<file path="src/rtl/ws2812_frame_tx.sv">
// WS2812 frame transmitter: reads LED_CNT GRB words from a synchronous-read bank,
// sends each MSB first as pulse-width bits, then holds the line low for the latch.
// Optional per-channel brightness scaling: define LEDTX_BRIGHTNESS_EN.
module ws2812_frame_tx #(
  parameter int LED_CNT = 11,
  parameter int ADDR_W  = 4,
  parameter int T0H     = 4,
  parameter int T1H     = 8,
  parameter int TBIT    = 12,
  parameter int TRESET  = 600
) (
  input  logic              clk,
  input  logic              reset,
  input  logic              start_i,
`ifdef LEDTX_BRIGHTNESS_EN
  input  logic [2:0]        brightness_i,
`endif
  output logic [ADDR_W-1:0] rd_addr_o,
  input  logic [23:0]       rd_data_i,
  output logic              led_o,
  output logic              busy_o,
  output logic              frame_done_o
);

  // One counter serves both the bit period and the latch, so size it for the larger.
  localparam int CNT_MAX = (TRESET > TBIT) ? TRESET : TBIT;
  localparam int CNT_W   = $clog2(CNT_MAX + 1);

  localparam logic [CNT_W-1:0]  T0H_C    = CNT_W'(T0H);
  localparam logic [CNT_W-1:0]  T1H_C    = CNT_W'(T1H);
  localparam logic [CNT_W-1:0]  TBIT_END = CNT_W'(TBIT - 1);
  localparam logic [CNT_W-1:0]  TRST_END = CNT_W'(TRESET - 1);
  localparam logic [ADDR_W-1:0] LAST_IDX = ADDR_W'(LED_CNT - 1);

  typedef enum logic [2:0] {IDLE, ADDR, CAPT, SEND, LATCH} state_e;

  state_e              state_q, state_d;
  logic [CNT_W-1:0]    cnt_q, cnt_d;
  logic [4:0]          bit_q, bit_d;
  logic [23:0]         shift_q, shift_d;
  logic [ADDR_W-1:0]   idx_q, idx_d;
  logic                led_q, led_d;
  logic                done_q, done_d;
  logic                from_send_q, from_send_d;
  logic [23:0]         word_in;

`ifdef LEDTX_BRIGHTNESS_EN
  assign word_in = {rd_data_i[23:16] >> brightness_i,
                    rd_data_i[15:8]  >> brightness_i,
                    rd_data_i[7:0]   >> brightness_i};
`else
  assign word_in = rd_data_i;
`endif

  // Reset lands in LATCH so the strip always sees a full latch after power-up or a glitch.
  always_ff @(posedge clk) begin
    if (reset) begin
      state_q     <= LATCH;
      cnt_q       <= '0;
      bit_q       <= '0;
      shift_q     <= '0;
      idx_q       <= '0;
      led_q       <= 1'b0;
      done_q      <= 1'b0;
      from_send_q <= 1'b0;
    end else begin
      // NOTE: non-blocking here so every register samples pre-edge values of the others.
      state_q     <= state_d;
      cnt_q       <= cnt_d;
      bit_q       <= bit_d;
      shift_q     <= shift_d;
      idx_q       <= idx_d;
      led_q       <= led_d;
      done_q      <= done_d;
      from_send_q <= from_send_d;
    end
  end

  always_comb begin
    // NOTE: every target gets a default first, otherwise unassigned paths infer latches.
    state_d     = state_q;
    cnt_d       = cnt_q;
    bit_d       = bit_q;
    shift_d     = shift_q;
    idx_d       = idx_q;
    led_d       = 1'b0;
    done_d      = 1'b0;
    from_send_d = from_send_q;

    unique case (state_q)
      IDLE: begin
        if (start_i) begin
          state_d = ADDR;
          idx_d   = '0;
        end
      end
      ADDR: state_d = CAPT;
      CAPT: begin
        shift_d = word_in;
        bit_d   = 5'd23;
        cnt_d   = '0;
        state_d = SEND;
      end
      SEND: begin
        led_d = (cnt_q < (shift_q[23] ? T1H_C : T0H_C));
        if (cnt_q == TBIT_END) begin
          cnt_d = '0;
          if (bit_q != 5'd0) begin
            shift_d = shift_q << 1;
            bit_d   = bit_q - 5'd1;
          end else if (idx_q == LAST_IDX) begin
            state_d     = LATCH;
            from_send_d = 1'b1;
          end else begin
            idx_d   = idx_q + ADDR_W'(1);
            state_d = ADDR;
          end
        end else begin
          cnt_d = cnt_q + CNT_W'(1);
        end
      end
      LATCH: begin
        if (cnt_q == TRST_END) begin
          state_d     = IDLE;
          done_d      = from_send_q;
          from_send_d = 1'b0;
        end else begin
          cnt_d = cnt_q + CNT_W'(1);
        end
      end
      default: state_d = LATCH;
    endcase
  end

  assign rd_addr_o    = idx_q;
  assign led_o        = led_q;
  assign busy_o       = (state_q != IDLE);
  assign frame_done_o = done_q;

endmodule

</file>
<file path="config.mk">
export PLATFORM = sky130hd
export DESIGN_NAME = ws2812_frame_tx
export DESIGN_NICKNAME = d
export VERILOG_FILES = /design/src/rtl/ws2812_frame_tx.sv
export SDC_FILE = /design/constraint.sdc
export NUM_CORES = 1
export LEC_CHECK = 0
export CORE_MARGIN = 2
export CORE_UTILIZATION = 55
export CTS_CLUSTER_SIZE = 12
export DETAILED_ROUTE_END_ITERATION = 12
export DONT_BUFFER_PORTS = 1
export MAX_ROUTING_LAYER = met4
export PLACE_DENSITY = 0.77
export RECOVER_POWER = 50
export REMOVE_ABC_BUFFERS = 1
export SLEW_MARGIN = 5
export SYNTH_ARGS = -nofsm -noshare
export SYNTH_HDL_FRONTEND = slang
export SYNTH_SLANG_ARGS = --single-unit
</file>
<file path="constraint.sdc">
create_clock -name clk -period 2.1 [get_ports clk]
set_clock_uncertainty 0.05 [all_clocks]
set_input_delay 0.315 -clock clk [delete_from_list [all_inputs] [get_ports clk]]
set_output_delay 0.315 -clock clk [all_outputs]
set_load 0.1 [all_outputs]
</file>
==> results of run 1 <==
## kinds of logic (layout without fill, tap and decap cells)
| kind of cell | after synthesis | count (layout) |
|---|---|---|
| mux | 25 | 25 |
| compound gates | 72 | 72 |
| flops | 49 | 49 |
| xor+xnor | 11 | 11 |
| buf+inv | 28 | 33 |
| simple gates | 76 | 76 |
| fa+ha+maj | 5 | 5 |
## where the power goes
group          total (mW)  internal [mW]  switching [mW]
combinational      0.0436         0.0195          0.0240
clock               0.650          0.346           0.304
sequential          0.937          0.933         0.00407
total                1.63           1.30           0.332
## flip-flops by register name, summed over array words and instances, names as in the netlist
signal / count
shift_q: 24
cnt_q: 10
bit_q: 5
rd_addr_o: 4
state_q: 3
frame_done_o: 1
from_send_q: 1
led_o: 1
## timing repair
| item | CTS | global route |
|---|---|---|
| endpoints found under the hold margin | 0 | 6 |
| resized for setup | 0 | 4 |
| setup buffers | 0 | 1 |
| hold buffers | 0 | 1 |
| setup endpoints to repair | 0 | 6 |
## how the worst max path moves through the flow
| stage | start | end | slack, ns | cells after the start |
|---|---|---|---|---|
| finish | bit_q[1] | from_send_q | 0.04 | 7 |
| detailed placement | bit_q[0] | from_send_q | 0.07 | 7 |
| global route | cnt_q[4] | bit_q[1] | -0.04 | 6 |
| floorplan | state_q[0] | rd_addr_o[3] | -0.40 | 5 |
| CTS | bit_q[0] | from_send_q | 0.04 | 7 |
| global placement | bit_q[0] | from_send_q | 0.13 | 7 |
## area by class of cell
class	count	area [um2]
fill	365	1640
multi-input combinational	189	1390
sequential	49	982
timing repair buffer	18	148
clock buffer	5	68.8
tap	52	65.1
clock inverter	2	35.0
inverter	8	30.0
## metal layers
metal | vias up | track usage | share of wire
li1 | 986 | - | -
met5 | - | - | 0
met4 | 0 | 0.0839 | 0.021
met1 | 890 | 0.285 | 0.48
met2 | 43 | 0.299 | 0.46
met3 | 9 | 0.0464 | 0.040
## cell usage in the layout, fill, tap and decap left out, types with 3 or more instances in the layout
cell,instances
ha_1,4
a21oi_1,31
nand2_1,13
xnor2_1,7
mux2i_1,24
nand4_1,4
nor3_1,7
nand3_1,7
xor2_1,4
a211oi_1,14
dfxtp_1,48
o21ai_0,4
clkbuf_2,6
a211oi_2,10
buf_4,9
nor2_1,19
or3_1,3
inv_1,7
clkbuf_8,5
## worst register-to-register path, stage by stage, from the launching register on
cell      delay (ns)
dfxtp_1         0.34
inv_1           0.06
ha_2            0.17
or4b_4          0.50
nor4_4          0.27
nand4b_1        0.25
nor3_2          0.19
o221a_1         0.20
==> metrics, run 1 <==
status=finished clean; via/cell ratio=approximately 6.0; Synth Area in XOR/XNOR=0.0386; largest family of logic cells by synthesized area=compound AO/OA/AOI/OAI gates; Worst Hold Class=in2reg; CTS buffer count=5; Row Count=24; total power=around 1.6 mW; final worst-path setup slack=around 0.038 ns; post-route cell area=approximately 2700 um2; count leader, synth=dfxtp_1; gr ovfl total=0; I/O pins=34; fmax=between 0.4 and 0.5 GHz; Adder-Cell Fraction of Synth Area=0.0251; WL/cell=15.6 um; vias in the first global route=1,782; Routed Antenna Nets=0; fin. max-slew vios=0; final hold slack=around 0.017 ns; post-synthesis cell area=2490 um2; placed cell count=around 310; Place WS=0.0669 ns; worst rel slew slack=0.609; R2R depth=7; crit path time final=around 2.1 ns; Simple-Gate Fraction of Synth Area=0.176; Bufs and invs on worst path=1; post-synthesis compound-gate area fraction=0.209; worst r2r src=bit_q[1]; Synth Register Bits=49; fin nets=roughly 300; Final Setup Violations=0; syn_area_per_cell=between 9 and 10 um2; largest net degree at the start of global routing=36; fin util=0.623; initial antenna violation count=0; die width=a little over 70 um; CP startpoint kind=flop; diode count=0; Placement Cell Area=~2600 um2; Mapped Cells=about 270; multiplexer share of the synthesized area=0.101; DP HPWL=3330 um; Pwr Density=between 600 and 700 nW/um2; reg2reg end=from_send_q; GR Util All Layers=0.208; Clock Tree Buf Depth=2; Initial Util=0.573; post-route setup TNS=0 ns; CP max stage delay=0.50 ns; Unique masters post-synth=50; Clock Latency Late Sink=roughly 0.3 ns; Num Clock Sinks=49; number of synthesized flops with an enable pin=0; Placeable Area=between 4000 and 5000 um2; Hold Path Origin=reset; Worst Hold End=shift_q[5]; async set-reset flop share out of synthesis=0; cell taking the most area after synthesis=dfxtp_1; Synth top area share=0.393; leakage=around 0.89 nW; critical-path cell list=inv_1 -> ha_2 -> or4b_4 -> nor4_4 -> nand4b_1 -> nor3_2 -> o221a_1; die area=about 5100 um2; sequential share of the synthesized area=0.393; Area growth syn-to-layout=8.83%; DRT Pass-1 Iters=4; top_reg_cell synth=dfxtp_1; htree depth=2; Worst R2R Setup Slack=roughly 0.038 ns; Final Hold Fails=0; hold path cells=1; most frequent cells after synthesis=dfxtp_1, a21oi_1, mux2i_1; crit share post-route=0.982; Final Non-Filler Cells=approximately 320; Post-Route WL=~5000 um; routed via count=1,928; Crit Path Category=reg2reg; max-cap violation count=0; Max FO, Critical Path=4; first-pass GRT wire length=8340 um; DR iter-0 viols=around 140; clock-pin slew on the worst setup and hold paths=roughly 0.09 ns; RePlAce Congestion=~0.9; Syn. warnings=0; Crit path required time=between 2 and 2.5 ns; CTS tree=yes; Port Buffers=0; Top delay family on crit path=simple AND/OR/NAND/NOR gates; die height=between 70 and 80 um; Slew @ Worst Pin=around 0.59 ns; CP max-delay cell=or4b_4; Synth area leaders=dfxtp_1, mux2i_1, a21oi_1; root buffer cell=clkbuf_8; Max VDD drop=~0.44 mV; DRC=0; layout cell share with drive strength beyond 1=0.188; CP endpoint kind=flop; Worst Path Arrival=2.27 ns
Power figures use the tool's default switching activity.
==> run 2: changes to the inputs <==
Settings changed: TNS_END_PERCENT from default to 30.
Clock period 2.1 ns to 1.88 ns, I/O delays scaled along.
==> metrics, run 2 (synthesis results as in run 1) <==
status=finished, violations left; failing checks=negative hold slack, negative setup slack; via/cell ratio=approximately 6.1; post-route cell area=between 3000 and 4000 um2; root buffer cell=clkbuf_8; final worst-path setup slack=-0.206 ns; Row Count=24; crit path time final=approximately 2.1 ns; fmax=0.479 GHz; Pwr Density=between 600 and 700 nW/um2; diode count=0; leakage=1.04 nW; final hold slack=-0.0225 ns; internal power=between 1 and 1.5 mW; DRT Pass-1 Iters=4; Clock Latency Late Sink=around 0.3 ns; CTS tree=yes; Top delay family on crit path=simple AND/OR/NAND/NOR gates; crit share post-route=1.11; clock-pin slew on the worst setup and hold paths=roughly 0.09 ns; routed via count=2,107; Placeable Area=~4400 um2; Bufs and invs on worst path=1; CP max stage delay=slightly below 0.5 ns; first-pass GRT wire length=9030 um; vias in the first global route=roughly 2,000; Initial Util=0.573; Area growth syn-to-layout=22.9%; die width=a little over 70 um; Routed Antenna Nets=0; I/O pins=34; fin. max-slew vios=0; Crit Path Category=reg2reg; Largest Register=shift_q; CP startpoint kind=flop; RSZ-0062 raised after global routing=yes; max-cap violation count=0; CP endpoint kind=flop; hold path cells=1; commonest non-fill, non-tap cells in the layout=dfxtp_1, a21oi_1, mux2i_1, buf_4, a211oi_2; Max FO, Critical Path=4; total power=between 1.5 and 2 mW; fill count=309; Comb power frac=0.027; Switching Share=0.211; biggest regs=shift_q x24, cnt_q x10, bit_q x5; Hold Path Origin=reset; WL/cell=approximately 17 um; CP max-delay cell=or4b_4; DRC=0; reg2reg end=from_send_q; Crit path required time=roughly 2.1 ns; register share of total power=0.565; initial antenna violation count=0; Largest register FFs=24; critical-path cell list=inv_2 -> ha_4 -> or4b_4 -> nor4_4 -> nand4b_1 -> nor3_2 -> o221a_1; Slew @ Worst Pin=~0.56 ns; area taken by flip-flops and latches=987 um2; Max VDD drop=approximately 0.29 mV; Post-Route WL=between 5000 and 6000 um; worst r2r src=bit_q[0]; CTS buffer count=5; Worst Path Arrival=2.28 ns; most common cell after layout, fill and taps aside=dfxtp_1; DR iter-0 viols=170; Worst Hold End=shift_q[6]; gr ovfl total=0; fin nets=324; clock share of power=0.408; Port Buffers=0; DP HPWL=around 3400 um; Psw=roughly 400 uW; R2R depth=7; Placement Cell Area=2700 um2; Clock Tree Buf Depth=2; Final Setup Violations=30; Final Hold Fails=22; die height=~71 um; Worst Hold Class=in2reg; worst rel slew slack=0.628; layout cell share with drive strength beyond 1=0.321; htree depth=2; GR Util All Layers=0.226; Num Clock Sinks=between 40 and 50; RePlAce Congestion=between 0.9 and 1; area of the multi-input gates=~1500 um2; Worst R2R Setup Slack=-0.21 ns; largest net degree at the start of global routing=36; die area=approximately 5000 um2
run 2: cell types whose count changed in the layout (fill, tap and decap cells not counted), sizes merged:
cell,change
dlygate4sd3,-1
clkbuf,+4
buf,+19
run 2: stage by stage:
step	utilization	worst slack [ns]	instances	TNS, ns	hold WS [ns]
2_1_floorplan	-	-0.620	246	-14.55	0.297
3_3_place_gp	0.619	-0.0108	326	-0.0108	0.300
3_5_place_dp	0.619	-0.0478	326	-0.0860	0.300
4_1_cts	0.661	-0.105	339	-0.238	-0.0307
5_1_grt	0.704	-0.278	345	-3.96	-0.0430
6_report	0.704	-0.206	345	-1.59	-0.0225
run 2: worst max-delay path by stage:
stage | start | end | slack [ns] | cells past startpoint
final | bit_q[0] | from_send_q | -0.21 | 7
after global routing | bit_q[0] | rd_addr_o[3] | -0.28 | 7
after CTS | bit_q[0] | rd_addr_o[3] | -0.11 | 7
after detailed placement | bit_q[0] | rd_addr_o[3] | -0.05 | 7
after global placement | bit_q[0] | rd_addr_o[3] | -0.01 | 7
after floorplan | state_q[0] | rd_addr_o[3] | -0.62 | 5
run 2: timing repair:
item	4_1_cts	5_1_grt
hold endpoints to repair	28	28
setup endpoints to repair	16	37
pin swaps	4	7
buffers inserted	5	3
gates cloned	0	3
gates resized for setup	10	23
run 2: layout make-up:
cell class | count | area share
clock buffers | 6 | 0.0237
inverters | 8 | 0.00980
flip-flops and latches | 49 | 0.322
clock inverters | 2 | 0.0127
multi-input cells | 189 | 0.490
well taps | 52 | 0.0212
repair buffers | 39 | 0.120
run 2: routing by layer:
metal | up-vias | routed length, um | GRT usage
li1 | 1024 | - | -
met1 | 1023 | 2630 | 0.283
met2 | 58 | 2990 | 0.359
met3 | 2 | 297 | 0.0534
met4 | 0 | 40 | 0.0755
met5 | - | 0 | -
run 2: power by group through the flow:
stage               Clock, mW  Combinational [mW]  Sequential [mW]
CTS                     0.764              0.0468             1.05
global placement            0              0.0443             1.07
detailed placement          0              0.0459             1.07
floorplan                   0              0.0370             1.07
finish                  0.758              0.0508             1.05
global route            0.810              0.0586             1.05
==> run 3: changes to the inputs <==
Settings changed: CORE_MARGIN 2 to 3, CTS_CLUSTER_DIAMETER from default to 30.
==> metrics, run 3 (synthesis results as in run 1) <==
Clock Latency Late Sink=about 0.32 ns; root buffer cell=clkbuf_8; first-pass GRT wire length=between 9000 and 10,000 um; met1 Usage GRT=0.286; Crit path required time=2.01 ns; fin util=0.737; fill count=298; largest net degree at the start of global routing=36; clock-pin slew on the worst setup and hold paths=about 0.10 ns; WL/cell=around 18 um; gr ovfl total=0; Max VDD drop=0.500 mV; Final Hold Fails=26; commonest non-fill, non-tap cells in the layout=dfxtp_1, buf_4, mux2i_1, a21oi_2, nor2_1; CTS tree=yes; vias in the first global route=between 1,500 and 2,000; CTS buffer count=5; fin. max-slew vios=0; Initial Util=0.598; Largest Register=shift_q; final hold slack=-0.0393 ns; GR Util All Layers=0.224; Crit Path Category=reg2reg; Final Setup Violations=33; fmax=0.470 GHz; RePlAce Congestion=roughly 0.8; fin nets=325; Clock Tree Buf Depth=2; htree depth=2; Worst Hold Class=in2reg; Slew @ Worst Pin=around 0.57 ns; via/cell ratio=between 6 and 7; DP HPWL=around 3800 um; final worst-path setup slack=-0.249 ns; Port Buffers=0; crit share post-route=1.13; max-cap violation count=0; most common cell after layout, fill and taps aside=dfxtp_1; Place WS=-0.132 ns; met2 Usage GRT=0.340; Row Count=23; Num Clock Sinks=about 50; CP endpoint kind=flop; RSZ-0062 raised after global routing=yes; layout cell share with drive strength beyond 1=0.364; GRT busiest layer=met2; routed via count=between 2,000 and 2,500; Pwr Density=573 nW/um2; CP startpoint kind=flop; die height=between 70 and 80 um; DRT Pass-1 Iters=4; die width=about 73 um; worst rel slew slack=0.616; Post-Route WL=6070 um; Max FO, Critical Path=4; diode count=0; DR iter-0 viols=210; I/O pins=34; DRC=0; biggest regs=shift_q x24, cnt_q x10, bit_q x5; failing checks=negative hold slack, negative setup slack; crit path time final=roughly 2.1 ns; initial antenna violation count=0; die area=about 5400 um2; status=finished, violations left; leakage=between 1 and 1.5 nW; Largest register FFs=24; Routed Antenna Nets=0; Placeable Area=4170 um2; Area growth syn-to-layout=23.3%; Worst Path Arrival=roughly 2.3 ns; total power=1.76 mW; routing usage on met3=0.0465
==> run 3: metal layers <==
metal  routed length (um)  up-vias
met5                    0        -
met4                  162        0
met3                  307       16
met2                 3020       64
met1                 2580     1039
li1                     -     1028
==> run 3: worst paths after layout <==
path	startpoint	endpoint	slack, ns	cells after the start
min reg2reg	cnt_q[1]	cnt_q[1]	0.44	2
max reg2reg	cnt_q[7]	bit_q[2]	-0.25	6
max	cnt_q[7]	bit_q[2]	-0.25	6
min	reset	shift_q[7]	-0.04	1
==> run 3: timing repair <==
action	CTS	global route
setup buffers	4	2
pin swaps	10	8
endpoints found under the setup margin	18	37
gates cloned	0	2
resized for setup	21	23
hold endpoints to repair	28	28
==> run 3: per-stage QoR <==
stage	setup TNS, ns	hold WS [ns]	instances	cell area [um2]
4_1_cts	-1.15	-0.0402	340	2930
3_3_place_gp	-0.0247	0.300	328	2720
5_1_grt	-4.26	-0.0549	344	3080
6_report	-2.67	-0.0393	344	3080
3_5_place_dp	-0.407	0.301	328	2720
2_1_floorplan	-14.55	0.297	246	2380
==> run 3: critical path, stage by stage, from the launching register on <==
cell and delay [ns]:
dfxtp_1 0.32, or3_4 0.42, nor3_4 0.30, buf_4 0.17
nand3_2 0.11, o311ai_0 0.52, nand2_1 0.10
==> run 3: cell type report <==
| type | instances | area, um2 | area share |
|---|---|---|---|
| clock buffers | 5 | 68.8 | 0.0224 |
| clock inverters | 3 | 25.0 | 0.00814 |
| inverters | 8 | 30.0 | 0.00976 |
| multi-input cells | 189 | 1550 | 0.502 |
| flip-flops and latches | 49 | 986 | 0.321 |
| well taps | 50 | 62.6 | 0.0203 |
| repair buffers | 40 | 358 | 0.116 |
==> run 3: power breakdown <==
group / internal [mW] / switching, mW / leakage [nW]
Combinational: 0.0242 / 0.0275 / 0.627
Clock: 0.269 / 0.393 / 0.0447
Sequential: 1.04 / 0.00409 / 0.397
Total: 1.34 / 0.424 / 1.07
==> patch (flow settings as in run 1) <==
Encoding of `state_e`: now one-hot (5 bits for 5 states).
--- a/src/rtl/ws2812_frame_tx.sv
+++ b/src/rtl/ws2812_frame_tx.sv
@@ -32,7 +32,7 @@
   localparam logic [CNT_W-1:0]  TRST_END = CNT_W'(TRESET - 1);
   localparam logic [ADDR_W-1:0] LAST_IDX = ADDR_W'(LED_CNT - 1);
 
-  typedef enum logic [2:0] {IDLE, ADDR, CAPT, SEND, LATCH} state_e;
+  typedef enum logic [4:0] {IDLE = 5'b00001, ADDR = 5'b00010, CAPT = 5'b00100, SEND = 5'b01000, LATCH = 5'b10000} state_e;
 
   state_e              state_q, state_d;
   logic [CNT_W-1:0]    cnt_q, cnt_d;
Check against the original RTL: no difference found for any inputs over 10 cycles, from zero or initial values and one cycle with reset high; not proved beyond that.
==> patch against run 1 <==
Wire length is 5.0% higher; global-route usage is 0.88 points higher; sequential cell count grew 2; synthesized area up 0.65%; synthesized cell count grew 15%; non-clock buffer count increased by 12; via count is 15% higher; cell area rose by 3.9%; worst setup slack improved by 0.024 ns; hold slack is essentially flat; power shrank 0.17%; die area rose by 0.62%; clock power decreased by 4.5%.
==> patch: results (changes against run 1) <==
Logic synthesis
  – Synth cell count leaders: nand2_1, dfxtp_1, nor2_1 (was dfxtp_1, a21oi_1, mux2i_1)
  – Seq/Total Area, Yosys: 40.7% (was 39.3%)
  – Prevailing post-synth register cell: dfxtp_1 (unchanged)
  – Post-synthesis async set-or-reset flop share: 0% (unchanged)
  – Synth area leaders: dfxtp_1, nand2_1, a311oi_1, nor2_1, a21oi_1 (was dfxtp_1, mux2i_1, a21oi_1, a211oi_2, a211oi_1)
  – Synth cell types: 50 (unchanged)
  – Ys Warns: 0 (unchanged)

Finish
  – Nets@finish: 356 (was 303)
  – Largest register FFs: 24 (unchanged)
  – ANT cells: 0 (unchanged)
  – Share of cells above drive strength 1: 15.4% (was 18.8%)
  – Fill cell total of the finished layout: 379 (was 365)
  – Largest regs: shift_q (24), cnt_q (10) (was shift_q (24), cnt_q (10), bit_q (5))

Place
  – Total placed instance area: 2710 um2 (was 2590 um2)
  – DPL Wire Length: 3720 um (was 3330 um)
  – Port Buf Inserts: 0 (unchanged)
  – Placer Congestion: 0.842 (was 0.887)

Clock network
  – Htree depth: 2 (unchanged)
  – Worst-Skew Late Latency: 0.30 ns (about the same)
  – Clock Path Buffers: 2 (unchanged)
  – TritonCTS buffer count: 5 (unchanged)
  – Clock transition at the registers of the reported paths: 0.09 ns (about the same)
  – Root Buffer: clkbuf_8 (unchanged)

Route
  – Vias: 2225 (was 1928)
  – Number of DRC markers in iteration 0: 103 (was 139)
  – DR pass1 iterations: 5 (was 4)
  – Post-Route WL: 5280 um (was 5030 um)

Run status
  – Status: complete, no violations (unchanged)

Power and ir drop
  – Worst vdd ir: 0.000355 V (was 0.000445 V)
  – Leak: 1.01 nW (was 0.890 nW)

Global routing
  – Largest net degree at the start of global routing: 43 (was 36)
  – Vias in the first global route: 2028 (was 1782)
  – Initial antenna violation count: 0 (unchanged)
  – GRT Util Overall: 21.7% (was 20.8%)
  – First-pass GRT wire length: 8740 um (was 8340 um)

Worst setup path
  – Worst-path fanout max: 6 (was 4)
  – Arrival @ worst endpoint: 2.19 ns (was 2.27 ns)

STA
  – Slew HR: 59.7% (was 60.9%)

Hold path
  – Hold Crit Class: primary input to flip-flop (unchanged)
==> patch: area by class of cell <==
class	count	area share (%)
flip-flops and latches	51	36.2
clock buffers	7	3.42
repair buffers	30	7.50
well taps	52	2.31
inverters	8	1.06
multi-input cells	228	49.2
clock inverters	1	0.266
==> patch: where the power goes <==
group / internal [mW] / total, mW / switching (mW)
Sequential: 0.971 / 0.977 / 0.00548
Combinational: 0.0144 / 0.0304 / 0.0160
Clock: 0.300 / 0.621 / 0.321
==> patch: final timing paths <==
check / start / endpoint / slack (ns) / cells past startpoint
setup / recovery: state_q[1] / rd_addr_o[2] / 0.06 / 5
hold / removal: reset / shift_q[7] / 0.02 / 1
setup reg to reg: state_q[1] / rd_addr_o[2] / 0.06 / 5
hold reg to reg: cnt_q[0] / cnt_q[0] / 0.42 / 2
==> patch: logic make-up after synthesis <==
logic type	synth area share, %
muxes	0.798
and+or+nand+nor	29.2
DFF	40.7
AOI/OAI and AO/OA	19.1
adders and majority gates	2.49
buffers and inverters	5.68
xor gates and xnor gates	2.09
==> patch: per-layer routing <==
metal,GRT usage [%],wire [um]
met4,7.97,70
met5,-,0
met3,5.91,309
met1,27.9,2420
met2,32.9,2480
==> patch: worst max-delay path: stages (launching register included) <==
cell     delay [ns]
dfxtp_1        0.32
or4b_1         0.60
or3b_4         0.44
a22oi_4        0.22
o21ai_1        0.10
a32o_1         0.21
==> patch: timing repair <==
item / 4_1_cts / 5_1_grt
pin swaps: 0 / 1
setup buffers: 0 / 1
hold endpoints to repair: 0 / 0
hold buffers: 0 / 0
resized for setup: 1 / 8
endpoints found under the setup margin: 1 / 14
==> patch: through the flow <==
stage / utilization [%] / setup WS [ns] / instances / TNS, ns / hold slack, ns
after floorplan: - / -2.41 / 287 / -58.47 / 0.334
after global placement: 61.7 / 0.116 / 368 / 0 / 0.342
after detailed placement: 61.7 / 0.0666 / 368 / 0 / 0.343
after CTS: 64.2 / 0.0453 / 376 / 0 / 0.0167
after global routing: 64.3 / -0.0117 / 377 / -0.0117 / 0.00356
final: 64.3 / 0.0622 / 377 / 0 / 0.0176
